--- config.mk ---
export PLATFORM = sky130hd
export DESIGN_NAME = e_muldiv_iter
export DESIGN_NICKNAME = d
export VERILOG_FILES = /design/src/rtl/e_muldiv_pkg.sv /design/src/rtl/e_div_iter.sv /design/src/rtl/e_muldiv_iter.sv
export SDC_FILE = /design/constraint.sdc
export NUM_CORES = 2
export LEC_CHECK = 0
export ABC_CLOCK_PERIOD_IN_PS = 5120
export CAP_MARGIN = 25
export CORE_UTILIZATION = 50
export CTS_BUF_LIST = sky130_fd_sc_hd__clkbuf_8
export CTS_CLUSTER_DIAMETER = 50
export DETAILED_ROUTE_END_ITERATION = 8
export HOLD_SLACK_MARGIN = 0.05
export PLACE_DENSITY = 0.66
export SYNTH_ARGS = -nofsm -noshare
export SYNTH_HDL_FRONTEND = slang
export SYNTH_SLANG_ARGS = --single-unit
--- constraint.sdc ---
create_clock -name clk -period 5.12 [get_ports clk]
set_input_delay 1.024 -clock clk [delete_from_list [all_inputs] [get_ports clk]]
set_output_delay 1.024 -clock clk [all_outputs]
set_load 0.02 [all_outputs]
--- src/rtl/e_muldiv_pkg.sv ---
// Shared encodings and defaults for the E-stage multiply/divide unit.
package e_muldiv_pkg;

  localparam int unsigned DefWidth  = 32;
  localparam int unsigned DefMulLat = 5;

  localparam logic [3:0] OpNowrite = 4'd0;
  localparam logic [3:0] OpMult    = 4'd1;
  localparam logic [3:0] OpMultu   = 4'd2;
  localparam logic [3:0] OpDiv     = 4'd3;
  localparam logic [3:0] OpDivu    = 4'd4;
  localparam logic [3:0] OpMthi    = 4'd5;
  localparam logic [3:0] OpMtlo    = 4'd6;
  localparam logic [3:0] OpMfhi    = 4'd7;
  localparam logic [3:0] OpMflo    = 4'd8;
  localparam logic [3:0] OpMadd    = 4'd9;
  localparam logic [3:0] OpMaddu   = 4'd10;
  localparam logic [3:0] OpMsub    = 4'd11;
  localparam logic [3:0] OpMsubu   = 4'd12;

  typedef enum logic [1:0] {StIdle, StMul, StDiv, StFix} hl_state_e;

  function automatic logic is_mul_op(logic [3:0] op);
    return op inside {OpMult, OpMultu, OpMadd, OpMaddu, OpMsub, OpMsubu};
  endfunction

  function automatic logic is_div_op(logic [3:0] op);
    return op inside {OpDiv, OpDivu};
  endfunction

  function automatic logic is_start_op(logic [3:0] op);
    return is_mul_op(op) || is_div_op(op);
  endfunction

endpackage

--- src/rtl/e_div_iter.sv ---
// Unsigned radix-2 restoring divider: one quotient bit per iterate cycle, WIDTH cycles total.
module e_div_iter #(
  parameter int unsigned WIDTH = 32
) (
  input  logic             clk,
  input  logic             reset,
  input  logic             start,
  input  logic             iterate,
  input  logic [WIDTH-1:0] dividend,
  input  logic [WIDTH-1:0] divisor,
  output logic [WIDTH-1:0] quotient,
  output logic [WIDTH-1:0] remainder
);

  logic [WIDTH-1:0] quo_q, quo_d, rem_q, rem_d, dvs_q, dvs_d;
  logic [WIDTH:0]   rem_sh, sub;
  logic             take;
  logic             unused_sub_msb;

  // Partial remainder stays below the divisor, so the difference always fits WIDTH bits.
  assign unused_sub_msb = sub[WIDTH];

  always_comb begin
    rem_sh = {rem_q, quo_q[WIDTH-1]};
    take   = rem_sh >= {1'b0, dvs_q};
    sub    = rem_sh - {1'b0, dvs_q};
    quo_d  = quo_q;
    rem_d  = rem_q;
    dvs_d  = dvs_q;
    if (start) begin
      quo_d = dividend;
      rem_d = '0;
      dvs_d = divisor;
    end else if (iterate) begin
      quo_d = {quo_q[WIDTH-2:0], take};
      rem_d = take ? sub[WIDTH-1:0] : rem_sh[WIDTH-1:0];
    end
  end

  always_ff @(posedge clk or negedge reset) begin
    if (!reset) begin
      quo_q <= '0;
      rem_q <= '0;
      dvs_q <= '0;
    end else begin
      quo_q <= quo_d;
      rem_q <= rem_d;
      dvs_q <= dvs_d;
    end
  end

  assign quotient  = quo_q;
  assign remainder = rem_q;

endmodule

--- src/rtl/e_muldiv_iter.sv ---
// E-stage multiply/divide unit owning HI/LO: fixed-latency multiply with accumulate,
// iterative signed/unsigned divide, and flush cancellation of in-flight work.
module e_muldiv_iter
  import e_muldiv_pkg::*;
#(
  parameter int unsigned WIDTH   = DefWidth,
  parameter int unsigned MUL_LAT = DefMulLat
) (
  input  logic             clk,
  input  logic             reset,
  input  logic [WIDTH-1:0] rs,
  input  logic [WIDTH-1:0] rt,
  input  logic [3:0]       hl_op,
  input  logic             flush,
  output logic [WIDTH-1:0] hl_out,
  output logic             hl_busy,
  output logic             hl_done
);

  localparam int unsigned CntMax = (MUL_LAT > WIDTH) ? MUL_LAT : WIDTH;
  localparam int unsigned CntW   = $clog2(CntMax + 1);
  localparam logic [CntW-1:0] CntOne    = CntW'(1);
  localparam logic [CntW-1:0] CntMulLat = CntW'(MUL_LAT);
  localparam logic [CntW-1:0] CntWidth  = CntW'(WIDTH);

  hl_state_e          state_q, state_d;
  logic [CntW-1:0]    cnt_q, cnt_d;
  logic [WIDTH-1:0]   hi_q, hi_d, lo_q, lo_d, rs_q;
  logic [2*WIDTH-1:0] mul_res_q;
  logic               q_neg_q, r_neg_q, div0_q, done_q;

  logic op_mul, op_div, op_start, op_signed, op_acc, op_sub;
  logic mul_issue, div_issue, div_iter, mul_commit, div_commit;

  always_comb begin
    op_mul    = is_mul_op(hl_op);
    op_div    = is_div_op(hl_op);
    op_start  = is_start_op(hl_op);
    op_signed = hl_op inside {OpMult, OpDiv, OpMadd, OpMsub};
    op_acc    = hl_op inside {OpMadd, OpMaddu, OpMsub, OpMsubu};
    op_sub    = hl_op inside {OpMsub, OpMsubu};
  end

  // FSM: state register
  always_ff @(posedge clk or negedge reset) begin
    if (!reset) state_q <= StIdle;
    else        state_q <= state_d;
  end

  // FSM: next state
  always_comb begin
    state_d = state_q;
    unique case (state_q)
      StIdle: begin
        if (!flush && op_mul)      state_d = StMul;
        else if (!flush && op_div) state_d = StDiv;
      end
      StMul:   if (flush || cnt_q == CntOne) state_d = StIdle;
      StDiv: begin
        if (flush)                state_d = StIdle;
        else if (cnt_q == CntOne) state_d = StFix;
      end
      StFix:   state_d = StIdle;
      default: state_d = StIdle;
    endcase
  end

  // FSM: control outputs
  always_comb begin
    mul_issue  = 1'b0;
    div_issue  = 1'b0;
    div_iter   = 1'b0;
    mul_commit = 1'b0;
    div_commit = 1'b0;
    unique case (state_q)
      StIdle: begin
        mul_issue = !flush && op_mul;
        div_issue = !flush && op_div;
      end
      StMul:   mul_commit = !flush && (cnt_q == CntOne);
      StDiv:   div_iter   = !flush;
      StFix:   div_commit = !flush;
      default: ;
    endcase
  end

  always_comb begin
    cnt_d = cnt_q;
    if (mul_issue)                                      cnt_d = CntMulLat;
    else if (div_issue)                                 cnt_d = CntWidth;
    else if (flush && state_q != StIdle)                cnt_d = '0;
    else if (state_q == StMul || state_q == StDiv)      cnt_d = cnt_q - CntOne;
  end

  // Multiply path: operands extended to 2*WIDTH so one unsigned multiply serves both signednesses.
  logic [2*WIDTH-1:0] a_ext, b_ext, prod, base, mul_res;
  always_comb begin
    a_ext   = op_signed ? {{WIDTH{rs[WIDTH-1]}}, rs} : {{WIDTH{1'b0}}, rs};
    b_ext   = op_signed ? {{WIDTH{rt[WIDTH-1]}}, rt} : {{WIDTH{1'b0}}, rt};
    prod    = a_ext * b_ext;
    base    = op_acc ? {hi_q, lo_q} : '0;
    mul_res = op_sub ? base - prod : base + prod;
  end

  // Divide path: magnitudes in, sign fix-up applied on commit.
  logic             rs_neg, rt_neg;
  logic [WIDTH-1:0] rs_mag, rt_mag, div_quo, div_rem, quo_fix, rem_fix;
  always_comb begin
    rs_neg  = op_signed && rs[WIDTH-1];
    rt_neg  = op_signed && rt[WIDTH-1];
    rs_mag  = rs_neg ? -rs : rs;
    rt_mag  = rt_neg ? -rt : rt;
    quo_fix = q_neg_q ? -div_quo : div_quo;
    rem_fix = r_neg_q ? -div_rem : div_rem;
  end

  e_div_iter #(
    .WIDTH(WIDTH)
  ) u_div (
    .clk       (clk),
    .reset     (reset),
    .start     (div_issue),
    .iterate   (div_iter),
    .dividend  (rs_mag),
    .divisor   (rt_mag),
    .quotient  (div_quo),
    .remainder (div_rem)
  );

  always_comb begin
    hi_d = hi_q;
    lo_d = lo_q;
    if (mul_commit) begin
      {hi_d, lo_d} = mul_res_q;
    end else if (div_commit) begin
      hi_d = div0_q ? rs_q : rem_fix;
      lo_d = div0_q ? '1   : quo_fix;
    end else if (state_q == StIdle && !flush) begin
      if (hl_op == OpMthi) hi_d = rs;
      if (hl_op == OpMtlo) lo_d = rs;
    end
  end

  always_ff @(posedge clk or negedge reset) begin
    if (!reset) begin
      cnt_q     <= '0;
      hi_q      <= '0;
      lo_q      <= '0;
      rs_q      <= '0;
      mul_res_q <= '0;
      q_neg_q   <= 1'b0;
      r_neg_q   <= 1'b0;
      div0_q    <= 1'b0;
      done_q    <= 1'b0;
    end else begin
      cnt_q  <= cnt_d;
      hi_q   <= hi_d;
      lo_q   <= lo_d;
      done_q <= mul_commit || div_commit;
      if (mul_issue) mul_res_q <= mul_res;
      if (div_issue) begin
        q_neg_q <= rs_neg ^ rt_neg;
        r_neg_q <= rs_neg;
        div0_q  <= (rt == '0);
        rs_q    <= rs;
      end
    end
  end

  assign hl_busy = op_start || (state_q != StIdle);
  assign hl_done = done_q;
  assign hl_out  = (hl_op == OpMfhi) ? hi_q : (hl_op == OpMflo) ? lo_q : '0;

endmodule

After elaboration in Yosys (flattened, before gate mapping)
Index checks and enable logic that the tools add are counted.

storage, ports and cells
  register bits = 268
  bits of input ports = 71
  output and inout port bits = 34
  logic and storage cells = 112

cells by class
  magnitude comparators = 1
  reduce and logical (&&, ||, !) cells = 29
  bitwise logic cells = 1
  mux-type cells = 40
  equality and inequality tests = 19
  add/sub/neg operators = 8
  multiply operators = 1

operators with widths
  kind                 count
  $mux 32              21
  $mux 64              4
  $neg 32->32          4
  $add 64x64->64       1
  $mul 64x64->64       1
  $sub 64x64->64       1
  $ge 33x32->1         1
  $logic_not 32->1     1
  $sub 32x32->32       1
  $mux 6               4
  $eq 4x4->1 const B   5
  $eq 4x3->1 const B   4
  $reduce_bool 4->1    3
  $mux 2               5
  $reduce_bool 3->1    3
  $eq 4x2->1 const B   2
  $pmux 2 s4           1
  $reduce_bool 2->1    4
  $logic_and 1x1->1    7
  $eq 6x1->1 const B   1
  $ne 3x3->1 const B   2
  $reduce_bool 6->1    1
  $sub 6x1->6 const B  1
  $logic_or 1x1->1     5
  other kinds (10)     16

Depth between registers and ports, before layout
  depth in word-level cells = 6
  gate-level depth with buffers = 53
  mapped depth without buffers = 48

Cells and area by module
From an unflattened synthesis, not the netlist that was laid out.

second synthesis, totals
  cells, all modules = 8122
  area, all modules = 71031.9 µm²

modules (own cells, without submodules)
  module         area each (µm²)  times used  cells each  sequential area each (µm²)
  e_muldiv_iter  64904.7          1           7423        4304.1
  e_div_iter     6127.1           1           699         2402.3

Least setup slack after synthesis
No wires, ideal clock.

  kind = input -> register
  start point = in hl_op[0]
  end point = reg mul_res_q[60]
  path buffers = 5
  arrival = 13.010 ns
  library setup time = 0.135 ns
  slack = -8.026 ns
  required time = 4.985 ns
  stages on the path = 50
  path through = clkbuf_1 > nor2b_1 > and2_1 > clkbuf_1 > buf_1 > nand2_1 > fa_1 > inv_1 > fa_1 > fa_1 > fa_1 > fa_1 > inv_1 > fa_1 > inv_1 > fa_1 > fa_1 > fa_1 > [14 not listed] > nand2_1 > xor2_1 > ha_1 > clkbuf_1 > a21oi_1 > o21ai_0 > a21o_1 > a21o_1 > a21o_1 > a2111oi_0 > o21a_1 > o31ai_1 > a221oi_1 > o21ba_2 > o21ai_0 > a21oi_1 > xor2_1 > o21ai_0

on the way
  cells in the longest elaborated chain, start to end = 6
  elaborated cells between the ends (all ways) = 20
  classes of those cells = add/sub (2); mul (1); eq/ne (7); mux (5); reduce/logical (5)

ends and longest elaborated chain
  what                                              RTL line                                  text
  start: declaration                                e_muldiv_iter.sv:13                       input logic [3:0] hl_op,
  $eq 4x1->1 (tied with other cells)                e_muldiv_pkg.sv:24, e_muldiv_iter.sv:39
  $reduce_bool 4->1                                 e_muldiv_iter.sv:39                       op_signed = hl_op inside {OpMult, OpDiv, OpMadd, OpMsub};
  $mux 64, on equally long branches                 e_muldiv_iter.sv:98, e_muldiv_iter.sv:99
  $mul 64x64->64                                    e_muldiv_iter.sv:100                      prod = a_ext * b_ext;
  $add 64x64->64 or $sub 64x64->64 (tied branches)  e_muldiv_iter.sv:102                      mul_res = op_sub ? base - prod : base + prod;
  $mux 64                                           e_muldiv_iter.sv:102
  end signal: assignment                            e_muldiv_iter.sv:160                      if (mul_issue) mul_res_q <= mul_res;
  end: declaration                                  e_muldiv_iter.sv:29                       logic [2*WIDTH-1:0] mul_res_q;

Several ways; a longest one is shown, not always the timed one.
A chain may end at the register's enable or synchronous reset.

Worst setup path after layout
  start point = in rt[18]
  end point = reg mul_res_q[60]

on the way
  cells in the longest elaborated chain, start to end = 4
  elaborated cells between the ends (all ways) = 5
  classes of those cells = add/sub (2); mul (1); mux (2)

ends and longest elaborated chain
  what                                              RTL line              text
  start: declaration                                e_muldiv_iter.sv:12   input logic [WIDTH-1:0] rt,
  $mux 64 *                                         e_muldiv_iter.sv:99   b_ext = op_signed ? {{WIDTH{rt[WIDTH-1]}}, rt} : {{WIDTH{1'b0}}, rt};
  $mul 64x64->64 *                                  e_muldiv_iter.sv:100
  $add 64x64->64 or $sub 64x64->64 (tied branches)  e_muldiv_iter.sv:102
  $mux 64 *                                         e_muldiv_iter.sv:102

Mark *: on every way between the ends. The rest lies on a longest branch, timed or not.

==> metrics.csv <==
stage,metric,value,unit
clock_network,CTS buffer count,53,
layout,final std cells w/o fill,10800,
run,total of max-cap violations,0,
sta,final hold vios,0,
clock_network,# hold bufs at CTS,0,
sta,fmax,0.0861,GHz
place,placed cell count,10600,
sta,final setup fails,58,
layout,final net count,10800,
die,Die Y,375,um
setup_path,WP data required,5.69,ns
place,hpwl dp,197,mm
route,Antenna Nets Post-Route,0,
place,Final Wtd Congestion,0.990,
yosys,count of state elements after synthesis,268,
clock_network,CTS Buffer Depth,3,
setup_path,"Slowest-stage cell, CP",fa_2,
sta,RSZ-0062 raised after global routing,yes,
sta,post-layout min period,11.62,ns
yosys,"Warnings, synthesis",0,
route,Pre-antenna DRT Iters,7,
setup_path,Worst EP arrival,12.18,ns
layout,FILL cells,11700,
layout,final instance area,86300,um2
sta,final period utilization,227,%
sta,Slew Limit Fails,0,
layout,"commonest non-fill, non-tap cell in the layout",inv_1,
min_path,worst min-delay path category,primary input to async pin,
place,"Cell Area, Placed",81600,um2
yosys,share of the yosys chip area belonging to registers,9.63,%
grt,GR peak layer,met2,
layout,most frequent cells in the layout,"inv_1, fa_1, buf_4",
grt,GR Util All Layers,34.5,%
run_status,status,"complete, but fails checks",
clock_network,worst skew pair latency,0.71,ns
route,total wire length,236,mm
setup_path,Max stage delay on crit path,0.56,ns
run_status,violated checks,setup timing,
place,Port Buffers,104,
clock_network,TritonCTS clock tree,yes,
grt,number of global-route vias before repair,63900,
die,DIE WIDTH,375,um
grt,met1 usage,43.2,%
grt,first-pass GRT wire length,369,mm
clock_network,H-tree depth,2,
sta,relative slew slack,31.0,%
route,drt first-iter violations,4471,
setup_path,"critical path fanouts, max",6,
yosys,Synth cell types,87,
layout,layout cells sized above 1,21.3,%
die,FP Rows,136,
sta,Worst Skew,0.0631,ns
setup_path,"most used cell, CP",fa_1,
sta,setup tns final,-287.30,ns
setup_path,flop2flop setup slack,0.74,ns
route,DRC errors left,0,
grt,GR Layer Usage met2,59.1,%
die,# IOs,105,
die,Core ar.,138000,um2
sta,worst setup margin,-6.50,ns
sta,Worst Tran Pin Value,1.04,ns
yosys,share of flip-flops with an asynchronous set or reset,100,%
yosys,cells after synthesis,7952,
yosys,Synth Cell Area,69600,um2
route,Vias,59500,
die,Die ar.,141000,um2
grt,initial antenna violation count,20,
clock_network,CTS sink cnt,268,
setup_path,kind of end point of the critical path,flip-flop,
clock_network,CTS root buf,clkbuf_8,
grt,largest net degree at the start of global routing,101,
clock_network,Clock Pin Slew Worst Setup and Hold Paths,0.05,ns
layout,Area Growth Syn to Fin,23.9,%
setup_path,Worst Setup Start Kind,primary input,
grt,GR Util met3,3.44,%
yosys,number of synthesized flops with an enable pin,0,
grt,grt ovf,0,
yosys,Avg Inst Size Synth,8.75,um2
die,Initial Util,50.5,%
setup_path,crit path kind,primary input to flip-flop,
route,vias per inst,5.52,
yosys,Synth Net Count,9858,
route,DR WL/cell,21.9,um
yosys,"Top FF cell, synth",dfrtp_1,
==> area by class of cell <==
| type | instances | area [um2] | area share (%) |
|---|---|---|---|
| flip-flops and latches | 268 | 6710 | 7.78 |
| multi-input cells | 5649 | 58300 | 67.6 |
| diodes | 8 | 20.0 | 0.0232 |
| clock inverters | 29 | 190 | 0.220 |
| inverters | 1593 | 5990 | 6.94 |
| well taps | 1794 | 2240 | 2.60 |
| repair buffers | 1376 | 11900 | 13.8 |
| clock buffers | 63 | 867 | 1.01 |
==> final timing paths <==
path | from | endpoint | cells past startpoint
max in group asynchronous | reset | rs_q[27] | 2
worst min register to register | mul_res_q[61] | mul_res_q[61] | 2
worst min-delay path | reset | u_div.dvs_q[12] | 1
min in group clk | mul_res_q[61] | mul_res_q[61] | 2
worst max register to register | u_div.quotient[31] | u_div.remainder[30] | 18
worst max-delay path | rt[18] | mul_res_q[60] | 49
==> worst max-delay path, delay by kind of cell <==
family                   cells  cell delay (ns)
AO/OA/AOI/OAI               13             2.06
XOR/XNOR                     3             0.58
adder cells (fa/ha/maj)     12             5.14
buffers and inverters       11             1.55
AND/OR/NAND/NOR             10             1.79
==> metal layers <==
| metal | up-vias | share of wire, % | wire length (um) |
|---|---|---|---|
| met5 | - | 0.0063 | 15 |
| met4 | 4 | 6.1 | 14500 |
| met3 | 617 | 6.3 | 15000 |
| met2 | 2290 | 49 | 116000 |
| met1 | 30300 | 38 | 91000 |
| li1 | 26300 | - | - |
==> registers in the layout, summed over array words and instances (netlist names), 2 cells and up <==
name             count
cnt_q                6
mul_res_q           64
rs_q                32
state_q              2
lo_q                32
hi_q                32
u_div.dvs_q         32
u_div.remainder     32
u_div.quotient      32
==> cell usage after synthesis (6+ instances only) <==
library cell | count | area (um2)
clkbuf_1 | 388 | 1460
nor3_1 | 66 | 330
xor2_1 | 161 | 1410
xnor2_1 | 223 | 1950
a41oi_1 | 6 | 52.6
o41ai_1 | 22 | 193
o221ai_1 | 33 | 289
a21o_1 | 89 | 668
a21oi_1 | 303 | 1520
o21bai_1 | 30 | 225
nor2_1 | 304 | 1140
a31oi_1 | 98 | 613
ha_1 | 407 | 5090
and2_1 | 599 | 3750
a211oi_1 | 19 | 143
or3_1 | 28 | 175
dfrtp_1 | 268 | 6710
a21boi_0 | 6 | 45.0
o31ai_1 | 44 | 330
buf_1 | 46 | 173
nand4_1 | 21 | 131
o21ai_0 | 288 | 1440
inv_1 | 1593 | 5980
a22o_1 | 32 | 280
o211ai_1 | 53 | 398
nand2_1 | 1040 | 3900
a2111oi_0 | 6 | 52.6
nor2b_1 | 26 | 163
o31a_1 | 6 | 52.6
fa_1 | 1428 | 28600
nand3_1 | 54 | 270
mux2i_1 | 11 | 110
o21a_1 | 27 | 203
nor4_1 | 18 | 113
nand2b_1 | 38 | 238
and3_1 | 40 | 250
or4_1 | 16 | 120
nor3b_1 | 13 | 97.6
==> through the flow <==
step	utilization, %	hold slack [ns]	worst slack [ns]
finish	62.6	0.254	-6.50
detailed placement	59.2	0.463	-7.79
floorplan	-	0.443	-6.73
global placement	59.2	0.457	-7.83
global route	62.6	0.284	-6.85
CTS	61.9	0.257	-6.39
==> what timing repair did <==
item / in CTS / in global routing
endpoints found under the setup margin: 60 / 59
gates resized for setup: 457 / 166
gates cloned: 17 / 2
endpoints found under the hold margin: 0 / 0
setup buffers: 77 / 28
pin swaps: 217 / 126
==> kinds of logic after synthesis <==
kind of cell | share of synthesized area, %
AOI/OAI and AO/OA | 10.1
buffers and inverters | 11.0
DFF | 9.63
and+or+nand+nor | 15.7
muxes | 0.196
xor gates and xnor gates | 4.85
adders and majority gates | 48.4
Power is left out: the tool's default activity adds up to more than one toggle a clock period on the data nets, which glitch-free logic cannot reach.
